### src/rtl/phase_ramp_acc_pkg.sv
// Shared types and helpers for the chirped phase ramp generator.
package phase_ramp_pkg;

    typedef enum logic {IDLE_ST, RUN_ST} state_t;

    // Widest accumulator the slice helper supports.
    localparam int PH_MAX = 64;

    // Left-justify a bp-bit phase word in PH_MAX bits so callers can take
    // the output MSBs with a fixed part-select, whatever their BP is.
    function automatic logic [PH_MAX-1:0] phase_align(input logic [PH_MAX-1:0] ph,
                                                       input int unsigned     bp);
        return ph << (PH_MAX - bp);
    endfunction

endpackage

### src/rtl/phase_ramp_acc_if.sv
// Time-stream input, phase configuration and phase-word output of phase_ramp_acc.
interface phase_ramp_acc_if #(
    parameter int B  = 8,
    parameter int BP = 32,
    parameter int BO = 16
);
    logic          sync;
    logic          valid;
    logic [B-1:0]  t_in;
    logic [BP-1:0] FREQ_REG;
    logic [BP-1:0] DFREQ_REG;
    logic [BP-1:0] PHASE_REG;
    logic          valid_out;
    logic [B-1:0]  t_out;
    logic [BO-1:0] phase_out;
    logic          err;

    // Producer of time samples / consumer of phase words.
    modport master (
        output sync, valid, t_in, FREQ_REG, DFREQ_REG, PHASE_REG,
        input  valid_out, t_out, phase_out, err
    );

    // The phase ramp block itself.
    modport slave (
        input  sync, valid, t_in, FREQ_REG, DFREQ_REG, PHASE_REG,
        output valid_out, t_out, phase_out, err
    );
endinterface

### src/rtl/phase_ramp_acc_ramp_accum.sv
// Second-order phase accumulator: phase advances by freq, freq advances by dfreq.
// Load primes both so the first step after load yields ph0+f0+... directly.
module ramp_accum #(
    parameter int BP = 32
) (
    input  logic          clk,
    input  logic          rst,
    input  logic          i_load,
    input  logic          i_step,
    input  logic [BP-1:0] i_ph0,
    input  logic [BP-1:0] i_f0,
    input  logic [BP-1:0] i_df,
    output logic [BP-1:0] o_ph
);
    logic [BP-1:0] r_ph;
    logic [BP-1:0] r_f;
    logic [BP-1:0] r_df;

    // Load beats step; otherwise hold. All adds wrap modulo 2^BP.
    always_ff @(posedge clk) begin
        if (rst) begin
            r_ph <= '0;
            r_f  <= '0;
            r_df <= '0;
        end else if (i_load) begin
            r_ph <= i_ph0 + i_f0;
            r_f  <= i_f0 + i_df;
            r_df <= i_df;
        end else if (i_step) begin
            r_ph <= r_ph + r_f;
            r_f  <= r_f + r_df;
        end
    end

    assign o_ph = r_ph;

endmodule

### src/rtl/phase_ramp_acc.sv
// Chirped phase generator driven by a time stream: FSM, time tracking,
// discontinuity flag and a two-stage output pipeline around ramp_accum.
module phase_ramp_acc
    import phase_ramp_pkg::*;
#(
    parameter int B  = 8,
    parameter int BP = 32,
    parameter int BO = 16
) (
    input  logic                 clk,
    input  logic                 rst,
    phase_ramp_acc_if.slave      bus
);
    state_t        r_state;
    state_t        w_state_nxt;

    logic          w_acc_vld;
    logic          w_step;
    logic          w_disc;
    logic [BP-1:0] w_ph_acc;
    logic [BP-1:0] w_emit;

    logic [B-1:0]  r_t_prev;
    logic [BP-1:0] r_last_ph;
    logic          r_err;

    logic [2:1]    r_vld_pipe;
    logic [BP-1:0] r_s1_ph;
    logic [B-1:0]  r_s1_t;
    logic [B-1:0]  r_t_out;
    logic [BO-1:0] r_ph_out;

    logic [PH_MAX-1:0] w_ph_al;

    assign w_acc_vld = bus.valid & (bus.sync | (r_state == RUN_ST));
    assign w_step    = bus.valid & ~bus.sync & (r_state == RUN_ST) & (bus.t_in != r_t_prev);
    assign w_disc    = w_step & (bus.t_in != (r_t_prev + B'(1)));

    // State register.
    always_ff @(posedge clk) begin
        if (rst) r_state <= IDLE_ST;
        else     r_state <= w_state_nxt;
    end

    // Sync (re)starts from any state; losing valid drops back to idle.
    always_comb begin
        w_state_nxt = r_state;
        if (bus.sync)
            w_state_nxt = RUN_ST;
        else if (r_state == RUN_ST && !bus.valid)
            w_state_nxt = IDLE_ST;
    end

    ramp_accum #(.BP(BP)) u_accum (
        .clk    (clk),
        .rst    (rst),
        .i_load (bus.sync),
        .i_step (w_step),
        .i_ph0  (bus.PHASE_REG),
        .i_f0   (bus.FREQ_REG),
        .i_df   (bus.DFREQ_REG),
        .o_ph   (w_ph_acc)
    );

    // Phase presented this cycle: config phase on sync, accumulator on a step,
    // otherwise repeat the last stepped phase (time holding).
    always_comb begin
        w_emit = r_last_ph;
        if (bus.sync)
            w_emit = bus.PHASE_REG;
        else if (w_step)
            w_emit = w_ph_acc;
    end

    // Time tracking, last emitted phase and sticky discontinuity flag.
    always_ff @(posedge clk) begin
        if (rst) begin
            r_t_prev  <= '0;
            r_last_ph <= '0;
            r_err     <= 1'b0;
        end else if (bus.sync) begin
            r_t_prev  <= bus.t_in;
            r_last_ph <= bus.PHASE_REG;
            r_err     <= 1'b0;
        end else if (w_step) begin
            r_t_prev  <= bus.t_in;
            r_last_ph <= w_ph_acc;
            if (w_disc) r_err <= 1'b1;
        end
    end

    assign w_ph_al = phase_align(PH_MAX'(r_s1_ph), BP);

    // Stage 1 captures the emitted sample, stage 2 drives the outputs.
    always_ff @(posedge clk) begin
        if (rst) begin
            r_vld_pipe <= '0;
            r_s1_ph    <= '0;
            r_s1_t     <= '0;
            r_t_out    <= '0;
            r_ph_out   <= '0;
        end else begin
            r_vld_pipe[1] <= w_acc_vld;
            r_s1_ph       <= w_emit;
            r_s1_t        <= bus.t_in;
            r_vld_pipe[2] <= r_vld_pipe[1];
            r_t_out       <= r_s1_t;
            r_ph_out      <= w_ph_al[PH_MAX-1 -: BO];
        end
    end

    assign bus.valid_out = r_vld_pipe[2];
    assign bus.t_out     = r_t_out;
    assign bus.phase_out = r_ph_out;
    assign bus.err       = r_err;

endmodule

### src/flat_wrapper.sv
// flat-port wrapper written by rule: the top's interface ports become plain ports
module phase_ramp_acc_flat import phase_ramp_pkg::*;
#(
    parameter int B  = 8,
    parameter int BP = 32,
    parameter int BO = 16
)
  (clk, rst, bus_sync, bus_valid, bus_t_in, bus_FREQ_REG, bus_DFREQ_REG, bus_PHASE_REG, bus_valid_out, bus_t_out, bus_phase_out, bus_err);
  phase_ramp_acc_if #(.B(B), .BP(BP), .BO(BO)) bus_i ();
  input  logic clk;
  input  logic rst;
  input wire logic [$bits(bus_i.sync)-1:0] bus_sync;
  input wire logic [$bits(bus_i.valid)-1:0] bus_valid;
  input wire logic [$bits(bus_i.t_in)-1:0] bus_t_in;
  input wire logic [$bits(bus_i.FREQ_REG)-1:0] bus_FREQ_REG;
  input wire logic [$bits(bus_i.DFREQ_REG)-1:0] bus_DFREQ_REG;
  input wire logic [$bits(bus_i.PHASE_REG)-1:0] bus_PHASE_REG;
  output wire logic [$bits(bus_i.valid_out)-1:0] bus_valid_out;
  output wire logic [$bits(bus_i.t_out)-1:0] bus_t_out;
  output wire logic [$bits(bus_i.phase_out)-1:0] bus_phase_out;
  output wire logic [$bits(bus_i.err)-1:0] bus_err;
  assign bus_i.sync = bus_sync;
  assign bus_i.valid = bus_valid;
  assign bus_i.t_in = bus_t_in;
  assign bus_i.FREQ_REG = bus_FREQ_REG;
  assign bus_i.DFREQ_REG = bus_DFREQ_REG;
  assign bus_i.PHASE_REG = bus_PHASE_REG;
  assign bus_valid_out = bus_i.valid_out;
  assign bus_t_out = bus_i.t_out;
  assign bus_phase_out = bus_i.phase_out;
  assign bus_err = bus_i.err;
  phase_ramp_acc #(.B(B), .BP(BP), .BO(BO)) u_core (.clk(clk), .rst(rst), .bus(bus_i));
endmodule
### config.mk
export PLATFORM = sky130hd
export DESIGN_NAME = phase_ramp_acc_flat
export DESIGN_NICKNAME = d
export VERILOG_FILES = /design/src/rtl/phase_ramp_acc_pkg.sv /design/src/rtl/phase_ramp_acc_if.sv /design/src/rtl/phase_ramp_acc_ramp_accum.sv /design/src/rtl/phase_ramp_acc.sv /design/src/flat_wrapper.sv
export SDC_FILE = /design/constraint.sdc
export NUM_CORES = 1
export LEC_CHECK = 0
export BUFFER_PORTS_ARGS = -buffer_cell sky130_fd_sc_hd__buf_2
export CAP_MARGIN = 30
export CORE_MARGIN = 2
export CORE_UTILIZATION = 60
export CTS_CLUSTER_SIZE = 12
export DETAILED_ROUTE_END_ITERATION = 7
export PLACE_DENSITY_LB_ADDON = 0.3
export SLEW_MARGIN = 20
export SYNTH_ARGS = -nofsm -noshare
export SYNTH_HDL_FRONTEND = slang
export SYNTH_SLANG_ARGS = --single-unit
### constraint.sdc
create_clock -name clk -period 3.7 [get_ports clk]
set_input_delay 0.555 -clock clk [delete_from_list [all_inputs] [get_ports clk]]
set_output_delay 0.555 -clock clk [all_outputs]
set_load 0.1 [all_outputs]
# == After elaboration in Yosys (flattened, before gate mapping) ==
# Index checks and enable logic that the tools add are counted.
# totals
elab_cells,41
regBits,172
out_inout_bits,26
in_bits,108
# classes
n_bitwise,7
add_sub_neg,5
n_mux,10
reduce_logical,6
n_eq_ne,2
# op_table
operator,n
$mux 32,6
$add 32x32->32,4
$mux 8,2
$ne 8x8->1,2
$add 8x1->8 const B,1
$and 1x1->1,5
$reduce_bool 2->1,2
$mux 1,2
$reduce_and 2->1,1
$reduce_or 2->1,1
$logic_and 1x1->1,1
$logic_not 1->1,1
$not 1->1,1
$or 1x1->1,1

# == Depth between registers and ports, before layout ==
# Gate-level depths: netlist (run 1).
# logic_depth
ltp_word,6
depth_mapped,12
mapped_depth_nobuf,12

# == Hierarchy ==
# From an unflattened synthesis (run 1), not the netlist that was laid out.
# unflattened
hier_cells,1616
hier_area_um2,13010.0
# by_module_without_submodules
mod,area_each_um2,n_inst,seq_area_each_um2,cells_each
ramp_accum,10735.3,1,1921.8,1393
phase_ramp_acc,2274.7,1,1201.2,223

# == Worst setup path after synthesis (run 1) ==
# OpenSTA, ideal clock, no wires.
# synth_path
kind,input to register
start,input bus_PHASE_REG[0]
end,register u_core.u_accum.r_ph[30] (netlist: u_core.u_accum.o_ph[30])
path_slack_ns,0.579
setup_ns,0.073
n_path_buf,0
t_required_ns,3.627
path_stages,12
arrival_ns,3.047
cell_sequence,ha_1 fa_1 a211oi_1 o21ai_0 a21oi_1 a21oi_1 o221ai_1 o31ai_1 o41ai_1 xor2_1 a22o_1 nor3_2
# synth_via
elab_chain_cells,2
# synth_rtl
element,line_no,text
"start, declared",flat_wrapper.sv:17,input wire logic [$bits(bus_i.PHASE_REG)-1:0] bus_PHASE_REG;
$add 32x32->32,phase_ramp_acc_ramp_accum.sv:26,r_ph <= i_ph0 + i_f0;
$mux 32,phase_ramp_acc_ramp_accum.sv:25,end else if (i_load) begin
"end signal, assigned",phase_ramp_acc_ramp_accum.sv:26,
"end signal, assigned",phase_ramp_acc_ramp_accum.sv:30,r_ph <= r_ph + r_f;
"end, declared",phase_ramp_acc_ramp_accum.sv:15,logic [BP-1:0] r_ph;
# No other way between the ends.
# A chain may end at the register's enable or synchronous reset.

# == Worst setup path after layout (run 1) ==
# layout_path
start,register u_core.u_accum.r_f[0]
end,register u_core.u_accum.r_f[28]
# layout_via
elab_chain_cells,3
# layout_rtl
element,line_no,text
"start, declared",phase_ramp_acc_ramp_accum.sv:16,logic [BP-1:0] r_f;
"start signal, assigned",phase_ramp_acc_ramp_accum.sv:27,r_f <= i_f0 + i_df;
"start signal, assigned",phase_ramp_acc_ramp_accum.sv:31,r_f <= r_f + r_df;
$add 32x32->32,phase_ramp_acc_ramp_accum.sv:31,
$mux 32,phase_ramp_acc_ramp_accum.sv:29,end else if (i_step) begin
$mux 32,phase_ramp_acc_ramp_accum.sv:25,
# No other way between the ends. The select of a mux whose other input is x is not followed.

==> impl_metrics.env, run 1 <==
export IMPL_outcome="finished clean"
export IMPL_swShare_pct=36.3
export IMPL_synth_edf_count=0
export IMPL_ctsHoldBuffers=0
export IMPL_fin_nets=1841
export IMPL_p_switching_mw=1.98
export IMPL_finalPower_mw=5.44
export IMPL_routed_wl_mm=33.5
export IMPL_final_common_cell="a21oi_1"
export IMPL_synth_top_area_share_pct=26.0
export IMPL_worstPathArrival_ns=3.82
export IMPL_comb_power_share_pct=32.0
export IMPL_yosys_warnings=0
export IMPL_yosysSeqAreaShare_pct=26.0
export IMPL_relSlewSlack_pct=42.0
export IMPL_ys_ff_latch=156
export IMPL_synth_ff_type="dfxtp_1"
export IMPL_p_leak_nw=6.15
export IMPL_holdWs_ns=0.376
export IMPL_post_cts_buffers=0
export IMPL_drive_gt1_share_pct=12.8
export IMPL_synthArstFlopShare_pct=0
export IMPL_gp_congestion=0.963
export IMPL_cp_end_kind="flop"
export IMPL_p_int_mw=3.47
export IMPL_ctsResizeCount=0
export IMPL_n_fill_cell=1662
export IMPL_rsz0062_at_grt="false"
export IMPL_syn_inst=1500
export IMPL_synth_top_area_cell="dfxtp_1"
export IMPL_ant_nets=0
export IMPL_cp_startpoint="u_core.u_accum.r_f[0]$_SDFFE_PP0P_"
export IMPL_min_from="bus_DFREQ_REG[29]"
export IMPL_antenna_found_initial=0
export IMPL_numCtsBuffers=17
export IMPL_cp_slowest_cell="fa_1"
export IMPL_grt_pass1_vias=10600
export IMPL_synth_top_family_by_area="compound AO/OA/AOI/OAI gates"
export IMPL_dp_hpwl_mm=25.4
export IMPL_max_stage_delay_ns=0.49
export IMPL_core_area_sq_um=19500
export IMPL_finish_utilization_pct=69.1
export IMPL_maxCapViolations=0
export IMPL_synth_compound_gate_area_share_pct=26.9
export IMPL_path_delay_family="compound AO/OA/AOI/OAI gates"
export IMPL_dieArea_sq_um=21200
export IMPL_syn_avg_cell_area_sq_um=8.01
export IMPL_fin_crit_ns=3.49
export IMPL_finalInstanceArea_sq_um=13500
export IMPL_rows=51
export IMPL_synthSimpleGateAreaFrac_pct=18.7
export IMPL_crit_buf_inv=1
export IMPL_grt_max_degree=65
export IMPL_vias_per_cell=6.24
export IMPL_required_ns=4.04
export IMPL_syn_nets=1737
export IMPL_first_pass_iters=5
export IMPL_p_seq_share_pct=35.7
export IMPL_antennaDiodeCount=0
export IMPL_p_clk_share_pct=32.4
export IMPL_placed_cell_area_sq_um=12900
export IMPL_ios=134
export IMPL_syn_cell_area_sq_um=12000
export IMPL_dieWidth_microns=145
export IMPL_synth_top_cells_by_area="dfxtp_1 (26%), ha_1 (13%), a21oi_1 (7.5%)"
export IMPL_grt_pass1_wl_mm=54.0
export IMPL_area_growth_syn_to_layout_pct=12.3
export IMPL_cts_buffer_depth=2
export IMPL_worstSetupStartpointType="flop"
export IMPL_grt_usage_pct=31.1
export IMPL_grt_ovfl_total=0
export IMPL_start_util_pct=61.5
export IMPL_path_cells="ha_1 > fa_1 > a211oi_1 > buf_4 > o21ai_1 > a211o_1 > a31oi_1 > o21a_1 > o311ai_1 > a221o_1 > xor2_1 > nand2_1 > a221oi_1"
export IMPL_vias=11700
export IMPL_final_hold_viol_count=0
export IMPL_synthDistinctLibCells=80
export IMPL_die_h_microns=145
export IMPL_synthAdderAreaFrac_pct=13.7
export IMPL_hold_path_class="input port to flop"
export IMPL_fmax_ghz=0.287
export IMPL_final_cell_mix="a21oi_1 (179), dfxtp_1 (156), nor2_1 (148)"
export IMPL_wl_per_cell_microns=17.8
export IMPL_clk_pin_slew_ns=0.07
export IMPL_cts_tree="built"
export IMPL_synth_xor_area_share_pct=8.39
export IMPL_finalCritPeriodShare_pct=94.3
export IMPL_clkSinkCount=156
export IMPL_synthMuxAreaShare_pct=3.43
export IMPL_clock_skew_ns=0.00991
export IMPL_root_buffer="clkbuf_16"
export IMPL_worst_path_max_fanout=3
export IMPL_drt_first_iter_violations=1294
export IMPL_clk_latency_ns=0.43
export IMPL_r2r_start="u_core.u_accum.r_f[0]$_SDFFE_PP0P_"
export IMPL_worst_pin_slew_ns=0.867
export IMPL_vdd_drop_max_v=0.000349
export IMPL_cellPowerDensity_nw_per_um2=403
export IMPL_setup_viol_count_final=0
export IMPL_route_detailed_drc=0
export IMPL_htreeDepth=4
export IMPL_critPathKind="flop to flop"
export IMPL_port_buffers=133
export IMPL_slew_violations=0
-- final timing paths --
| kind | depth (start not counted) | endpoint | slack (ns) |
|---|---|---|---|
| worst max register to register | 13 | u_core.u_accum.r_f[28]$_SDFFE_PP0P_ | 0.21 |
| worst min register to register | 1 | u_core.bus.t_out[5]$_SDFF_PP0_ | 0.43 |
| worst max-delay path | 13 | u_core.u_accum.r_f[28]$_SDFFE_PP0P_ | 0.21 |
| worst min-delay path | 3 | u_core.u_accum.r_df[29]$_SDFFE_PP0P_ | 0.38 |
-- synthesized netlist by cell type, drive strengths merged (5+ instances only) --
cell,number
a211oi,45
nand2,143
and2,9
a21o,53
a221oi,17
mux2i,40
and3,21
o211ai,12
nand2b,13
nor3b,6
inv,23
o22a,8
buf,10
a31oi,18
a311oi,5
nor2b,46
nor2,148
xor2,50
o21bai,16
nand3,30
nand4,18
ha,125
or2,5
a211o,8
a21oi,180
xnor2,65
o22ai,5
o21a,14
dfxtp,156
nor3,14
o21ai,64
clkbuf,57
o31ai,7
-- logic make-up after synthesis --
family / Yosys count
AO/OA/AOI/OAI: 494
AND/OR/NAND/NOR: 475
flip-flops: 156
adder cells (fa/ha/maj): 129
XOR/XNOR: 115
buffers and inverters: 90
multiplexers: 41
-- stage by stage --
stage | instances | setup WS [ns] | TNS [ns]
final | 1882 | 0.211 | 0
after global placement | 1850 | 0.104 | 0
after global routing | 1882 | 0.00855 | 0
after CTS | 1882 | 0.245 | 0
after floorplan | 1500 | 0.579 | 0
after detailed placement | 1850 | -0.00697 | -0.00697
-- registers in the layout, summed over array words and instances (netlist names) --
name / count
u_core.bus.t_out: 8
u_core.u_accum.o_ph: 32
u_core.bus.phase_out: 16
u_core.u_accum.r_df: 32
u_core.r_state: 1
u_core.u_accum.r_f: 32
u_core.r_t_prev: 8
u_core.bus.err: 1
u_core.r_vld_pipe: 2
u_core.r_s1_t: 8
u_core.r_s1_ph: 16
-- worst min-delay path, stage by stage --
cell and delay, ns:
buf_2 0.09, mux2i_1 0.06, nor2_1 0.07
-- power groups by stage --
stage | Combinational (mW) | Clock [mW] | Sequential [mW]
3_5_place_dp | 1.69 | 0 | 1.97
5_1_grt | 1.91 | 1.85 | 1.95
6_report | 1.74 | 1.76 | 1.94
2_1_floorplan | 1.23 | 0 | 2.00
3_3_place_gp | 1.65 | 0 | 1.97
4_1_cts | 1.71 | 1.77 | 1.93
-- layer usage --
metal / wire [microns] / GRT usage, %
met2: 14400 / 47.4
met5: 0 / 0
met4: 517 / 7.50
met1: 15500 / 45.9
met3: 3140 / 4.89
-- area by class of cell --
class	instances	area, sq um	share of cell area (%)
repair buffers	152	817	6.06
flip-flops and latches	156	3120	23.2
clock buffers	17	425	3.15
well taps	265	332	2.46
multi-input cells	1254	8550	63.4
inverters	23	86.3	0.640
clock inverters	15	155	1.15
Power figures use the tool's default switching activity.
==> run 2: changes to the inputs <==
--- a/config.mk
+++ b/config.mk
@@ -15,4 +15,5 @@
 export SLEW_MARGIN = 20
 export SYNTH_ARGS = -nofsm -noshare
 export SYNTH_HDL_FRONTEND = slang
+export SYNTH_HIERARCHICAL = 1
 export SYNTH_SLANG_ARGS = --single-unit
==> run 2 against run 1 <==
Register-to-register slack better by 0.25 ns. Clock power rose by 9%. Synthesized area rose by 8.3%. Flip-flop and latch count unchanged. Final cell count up 5.6%. Global-route usage rose by 2.7 points. Critical path depth is 2 lower. Critical path type unchanged. First-iteration DRC count up 16%. Maximum frequency grew 7.8%. Via count grew 12%. Largest power group unchanged.
==> impl_metrics.env, run 2 <==
export IMPL_relSlewSlack_pct=43.3
export IMPL_required_ns=4.03
export IMPL_drt_first_iter_violations=1504
export IMPL_n_fill_cell=1761
export IMPL_synth_ff_type="dfxtp_1"
export IMPL_dp_hpwl_mm=29.1
export IMPL_ctsResizeCount=0
export IMPL_synth_common_cells="dfxtp_1 (156), a21oi_1 (154), nor2_1 (148)"
export IMPL_clk_latency_ns=0.43
export IMPL_outcome="finished clean"
export IMPL_root_buffer="clkbuf_16"
export IMPL_p_int_mw=3.65
export IMPL_critPathKind="flop to flop"
export IMPL_fmax_ghz=0.309
export IMPL_cts_buffer_depth=2
export IMPL_cp_end_kind="flop"
export IMPL_p_leak_nw=6.42
export IMPL_hold_path_class="input port to flop"
export IMPL_syn_nets=1853
export IMPL_antenna_found_initial=0
export IMPL_grt_pass1_wl_mm=60.9
export IMPL_finish_utilization_pct=68.4
export IMPL_clk_pin_slew_ns=0.07
export IMPL_cts_tree="built"
export IMPL_drive_gt1_share_pct=12.8
export IMPL_antennaDiodeCount=0
export IMPL_synth_top_cells_by_area="dfxtp_1 (24%), ha_1 (12%), a21oi_1 (5.9%)"
export IMPL_vias_per_cell=6.59
export IMPL_post_cts_buffers=0
export IMPL_area_growth_syn_to_layout_pct=11.2
export IMPL_comb_power_share_pct=33.3
export IMPL_numCtsBuffers=17
export IMPL_finalPower_mw=5.79
export IMPL_ctsHoldBuffers=0
export IMPL_worstPathArrival_ns=3.57
export IMPL_vdd_drop_max_v=0.000404
export IMPL_finalCritPeriodShare_pct=87.5
export IMPL_wl_per_cell_microns=19.7
export IMPL_ys_ff_latch=156
export IMPL_final_cell_mix="dfxtp_1 (156), a21oi_1 (154), nor2_1 (148)"
export IMPL_p_seq_share_pct=33.7
export IMPL_start_util_pct=61.5
export IMPL_htreeDepth=4
export IMPL_p_switching_mw=2.14
export IMPL_syn_inst=1616
export IMPL_yosysSeqAreaShare_pct=24.0
export IMPL_port_buffers=133
export IMPL_maxCapViolations=0
export IMPL_tns_ns=0
export IMPL_worst_pin_slew_ns=0.850
export IMPL_clkSinkCount=156
export IMPL_regArea_sq_um=3120
export IMPL_p_clk_share_pct=33.0
export IMPL_final_common_cell="dfxtp_1"
export IMPL_syn_cell_area_sq_um=13000
export IMPL_grt_pass1_vias=11800
export IMPL_setup_viol_count_final=0
export IMPL_gp_congestion=1.03
export IMPL_worst_path_max_fanout=5
export IMPL_synth_edf_count=0
export IMPL_ios=134
export IMPL_grt_usage_pct=33.8
export IMPL_final_hold_viol_count=0
export IMPL_rows=53
export IMPL_vias=13100
export IMPL_rsz0062_at_grt="false"
export IMPL_grt_max_degree=147
export IMPL_syn_avg_cell_area_sq_um=8.05
export IMPL_cellPowerDensity_nw_per_um2=400
export IMPL_synthArstFlopShare_pct=0
export IMPL_clock_skew_ns=0.0109
export IMPL_route_detailed_drc=0
export IMPL_core_area_sq_um=21200
export IMPL_fin_nets=1936
export IMPL_synthDistinctLibCells=90
export IMPL_ant_nets=0
export IMPL_yosysMostFrequentCell="dfxtp_1"
export IMPL_first_pass_iters=6
export IMPL_multi_input_area_sq_um=9360
export IMPL_routed_wl_mm=39.1
export IMPL_synth_top_area_cell="dfxtp_1"
export IMPL_fin_crit_ns=3.24
export IMPL_dieArea_sq_um=22900
export IMPL_synth_top_area_share_pct=24.0
export IMPL_worstSetupStartpointType="flop"
export IMPL_dieWidth_microns=151
export IMPL_die_h_microns=151
export IMPL_yosys_warnings=6
export IMPL_slew_violations=0
export IMPL_swShare_pct=37.0
export IMPL_grt_ovfl_total=0
run 2: changes by cell type in the layout (fill, tap and decap cells not counted), sizes merged, moves of 9 or more:
cell,previous run,this run
inv,30,54
xor2,50,41
o21ai,64,79
mux2i,40,66
nand3,30,43
nand2,143,104
a211oi,45,64
a21oi,180,155
run 2: layout make-up:
type                    instances  share of cell area [%]
clock buffers                  17                    2.94
clock inverters                15                    1.38
inverters                      48                    1.25
multi-input cells            1325                    64.7
flip-flops and latches        156                    21.6
well taps                     275                    2.38
repair buffers                151                    5.74
run 2: final timing paths:
| kind | slack [ns] | end | startpoint | cells after the start |
|---|---|---|---|---|
| max | 0.46 | u_core/u_accum/o_ph[30]$_SDFFE_PP0P_ | u_core/u_accum/r_f[0]$_SDFFE_PP0P_ | 11 |
| min | 0.38 | u_core/u_accum/r_df[23]$_SDFFE_PP0P_ | bus_DFREQ_REG[23] | 3 |
| max reg2reg | 0.46 | u_core/u_accum/o_ph[30]$_SDFFE_PP0P_ | u_core/u_accum/r_f[0]$_SDFFE_PP0P_ | 11 |
| min reg2reg | 0.44 | u_core/r_vld_pipe[2]$_SDFF_PP0_ | u_core/r_vld_pipe[1]$_SDFF_PP0_ | 1 |
run 2: kinds of logic after synthesis:
logic type | count (synthesis) | synth area share, %
AO/OA/AOI/OAI | 552 | 29.3
XOR/XNOR | 108 | 7.27
adder cells (fa/ha/maj) | 129 | 12.6
buffers and inverters | 135 | 4.06
flip-flops | 156 | 24.0
multiplexers | 69 | 5.37
AND/OR/NAND/NOR | 467 | 17.3
run 2: power groups by stage:
stage          clock network (mW)  registers [mW]  logic [mW]
6_report                     1.91            1.95        1.93
5_1_grt                      2.01            1.96        2.10
4_1_cts                      1.94            1.94        1.88
3_5_place_dp                    0            1.98        1.86
3_3_place_gp                    0            1.97        1.83
2_1_floorplan                   0            2.01        1.35
run 2: metrics by stage:
step                      hold WS (ns)  std cells  worst slack, ns  instance area [sq um]
after floorplan                  0.414       1616            0.729                  13000
after global placement           0.418       1954            0.325                  13800
after detailed placement         0.427       1955            0.322                  13800
after CTS                        0.370       1987            0.472                  14500
after global routing             0.391       1987            0.320                  14500
final                            0.376       1987            0.464                  14500
run 2: worst max-delay path, cell delays in order, from the launching register on:
cell	delay, ns
dfxtp_1	0.33
ha_1	0.22
fa_1	0.44
a211oi_2	0.34
o21ai_2	0.13
a41oi_4	0.31
o31ai_4	0.15
a2111oi_1	0.38
buf_4	0.19
a211o_1	0.12
mux2_4	0.30
a221oi_2	0.22
run 2: metal layers:
| layer | vias up | GRT usage [%] | part of all wire, % |
|---|---|---|---|
| met5 | - | 0 | 0 |
| met4 | 0 | 10.9 | 3.0 |
| met3 | 102 | 6.33 | 11 |
| met2 | 700 | 51.2 | 42 |
| met1 | 6061 | 48.3 | 44 |
| li1 | 6232 | - | - |
==> run 3: changes to the inputs <==
==> constraint.sdc (replaced) <==
create_clock -name clk -period 4.1 [get_ports clk]
set_input_delay 0.615 -clock clk [delete_from_list [all_inputs] [get_ports clk]]
set_output_delay 0.615 -clock clk [all_outputs]
set_load 0.1 [all_outputs]
==> run 3 against run 2 <==
First-iteration DRC count down 11%. Via count up 0.27%. Clock skew about the same. Hold slack better by 0.060 ns. Clock power down 8%. Die area unchanged. Worst setup slack better by 0.22 ns. Combinational power down 9%. Sequential share of layout area about the same. Global-route usage up 1.1 points. Register-to-register slack better by 0.22 ns. Design area down 0.14%. Critical path type unchanged. Largest cell class unchanged. Largest power group unchanged.
==> impl_metrics.env, run 3 (synthesized netlist as in run 2, its figures left out) <==
export IMPL_grt_max_degree=78
export IMPL_critPathKind="flop to flop"
export IMPL_final_hold_viol_count=0
export IMPL_ctsHoldBuffers=0
export IMPL_clkSinkCount=156
export IMPL_n_fill_cell=1783
export IMPL_r2r_start="u_core/u_accum/r_f[0]$_SDFFE_PP0P_"
export IMPL_numCtsBuffers=17
export IMPL_route_detailed_drc=0
export IMPL_p_leak_nw=6.42
export IMPL_p_clk_share_pct=33.3
export IMPL_max_stage_delay_ns=0.63
export IMPL_setup_slack_ns=0.683
export IMPL_grt_usage_pct=34.9
export IMPL_holdWs_ns=0.436
export IMPL_outcome="finished clean"
export IMPL_hold_path_class="flop to flop"
export IMPL_start_util_pct=61.5
export IMPL_clk_latency_ns=0.43
export IMPL_grt_pass1_vias=11900
export IMPL_clock_skew_ns=0.0109
export IMPL_rows=53
export IMPL_antennaDiodeCount=0
export IMPL_port_buffers=133
export IMPL_clk_pin_slew_ns=0.07
export IMPL_whs_endpoint="u_core/bus.t_out[6]$_SDFF_PP0_"
export IMPL_dieWidth_microns=151
export IMPL_multi_input_area_sq_um=9360
export IMPL_swShare_pct=37.5
export IMPL_ctsResizeCount=0
export IMPL_die_h_microns=151
export IMPL_crit_buf_inv=0
export IMPL_p_seq_share_pct=33.5
export IMPL_regArea_sq_um=3120
export IMPL_slew_violations=0
export IMPL_cts_buffer_depth=2
export IMPL_cp_startpoint="u_core/u_accum/r_f[0]$_SDFFE_PP0P_"
export IMPL_worst_path_max_fanout=5
export IMPL_final_common_cell="dfxtp_1"
export IMPL_wl_per_cell_microns=20.3
export IMPL_cts_tree="built"
export IMPL_required_ns=4.44
export IMPL_finalCritPeriodShare_pct=83.3
export IMPL_hold_path_depth=1
export IMPL_htreeDepth=4
export IMPL_final_cell_mix="dfxtp_1 (156), a21oi_1 (154), nor2_1 (148)"
export IMPL_ios=134
export IMPL_vias=13100
export IMPL_min_from="u_core/r_s1_t[6]$_SDFF_PP0_"
export IMPL_reg2reg_slack_ns=0.68
export IMPL_path_cells="ha_1 > fa_1 > a211oi_2 > o21ai_2 > a41oi_4 > o31ai_4 > a2111oi_1 > a211o_1 > mux2_4 > a221oi_2"
export IMPL_dieArea_sq_um=22900
export IMPL_cellPowerDensity_nw_per_um2=364
export IMPL_path_delay_family="compound AO/OA/AOI/OAI gates"
export IMPL_worstPathArrival_ns=3.76
export IMPL_antenna_found_initial=0
export IMPL_worstSetupStartpointType="flop"
export IMPL_core_area_sq_um=21200
export IMPL_dp_hpwl_mm=29.9
export IMPL_p_int_mw=3.29
export IMPL_relSlewSlack_pct=33.8
export IMPL_rsz0062_at_grt="false"
export IMPL_grt_pass1_wl_mm=62.5
export IMPL_dp_slack_ns=0.471
export IMPL_grt_ovfl_total=0
export IMPL_routed_wl_mm=40.2
export IMPL_fin_crit_ns=3.42
export IMPL_maxCapViolations=0
export IMPL_worst_pin_slew_ns=0.993
export IMPL_root_buffer="clkbuf_16"
export IMPL_drt_first_iter_violations=1345
export IMPL_vdd_drop_max_v=0.000297
export IMPL_p_switching_mw=1.97
export IMPL_area_growth_syn_to_layout_pct=11.0
export IMPL_tns_ns=0
export IMPL_finish_utilization_pct=68.3
export IMPL_setup_viol_count_final=0
export IMPL_first_pass_iters=6
export IMPL_vias_per_cell=6.61
export IMPL_reg2reg_to="u_core/u_accum/o_ph[30]$_SDFFE_PP0P_"
export IMPL_fmax_ghz=0.293
export IMPL_rr_worst_depth=10
export IMPL_drive_gt1_share_pct=12.7
export IMPL_gp_congestion=0.998
export IMPL_ant_nets=0
export IMPL_fin_nets=1935
export IMPL_cp_slowest_cell="a2111oi_1"
export IMPL_cp_end_kind="flop"
export IMPL_comb_power_share_pct=33.2
export IMPL_post_cts_buffers=0
==> run 3: cell count changes in the layout (fill, tap and decap cells not counted) <==
cell	delta
clkinv_4	+1
clkinvlp_4	-2
inv_6	+2
buf_12	-1
inv_8	-1
==> run 3: power groups by stage <==
| stage | Sequential, mW | Clock [mW] | Combinational (mW) |
|---|---|---|---|
| finish | 1.76 | 1.75 | 1.75 |
| global route | 1.77 | 1.83 | 1.90 |
| CTS | 1.75 | 1.77 | 1.70 |
| detailed placement | 1.79 | 0 | 1.68 |
| global placement | 1.78 | 0 | 1.65 |
| floorplan | 1.81 | 0 | 1.21 |
==> run 3: area by class of cell <==
cell class              count  share of cell area, %
repair buffers            150                   5.61
inverters                  48                   1.25
well taps                 275                   2.38
flip-flops and latches    156                   21.6
clock buffers              17                   2.95
clock inverters            15                   1.38
multi-input cells        1325                   64.8
==> run 3: worst max path at each step <==
stage	to	slack (ns)	cells after the start
global route	u_core/u_accum/o_ph[30]$_SDFFE_PP0P_	0.53	10
global placement	u_core/u_accum/r_f[28]$_SDFFE_PP0P_	0.48	11
finish	u_core/u_accum/o_ph[30]$_SDFFE_PP0P_	0.68	10
CTS	u_core/u_accum/o_ph[30]$_SDFFE_PP0P_	0.73	10
floorplan	u_core/u_accum/r_f[28]$_SDFFE_PP0P_	1.07	10
detailed placement	u_core/u_accum/r_f[28]$_SDFFE_PP0P_	0.47	11
==> run 3: worst register-to-register path, delay by kind of cell, from the launching register on <==
family	cells	cell delay (ns)
muxes	1	0.31
DFF	1	0.34
adders and majority gates	2	0.67
AOI/OAI and AO/OA	7	2.01
==> run 3: per-stage QoR <==
| step | area [sq um] | total power [mW] | cells |
|---|---|---|---|
| final | 14400 | 5.26 | 1986 |
| after global routing | 14400 | 5.50 | 1986 |
| after CTS | 14400 | 5.22 | 1986 |
| after detailed placement | 13800 | 3.47 | 1954 |
| after global placement | 13800 | 3.43 | 1953 |
| after floorplan | 13000 | 3.03 | 1616 |
==> run 3: routing by layer <==
metal / up-vias / GRT usage [%] / share of wire (%)
li1: 6236 / - / -
met1: 6098 / 49.5 / 44
met2: 702 / 52.6 / 43
met3: 95 / 7.26 / 11
met4: 0 / 11.2 / 2.6
met5: - / 0 / 0
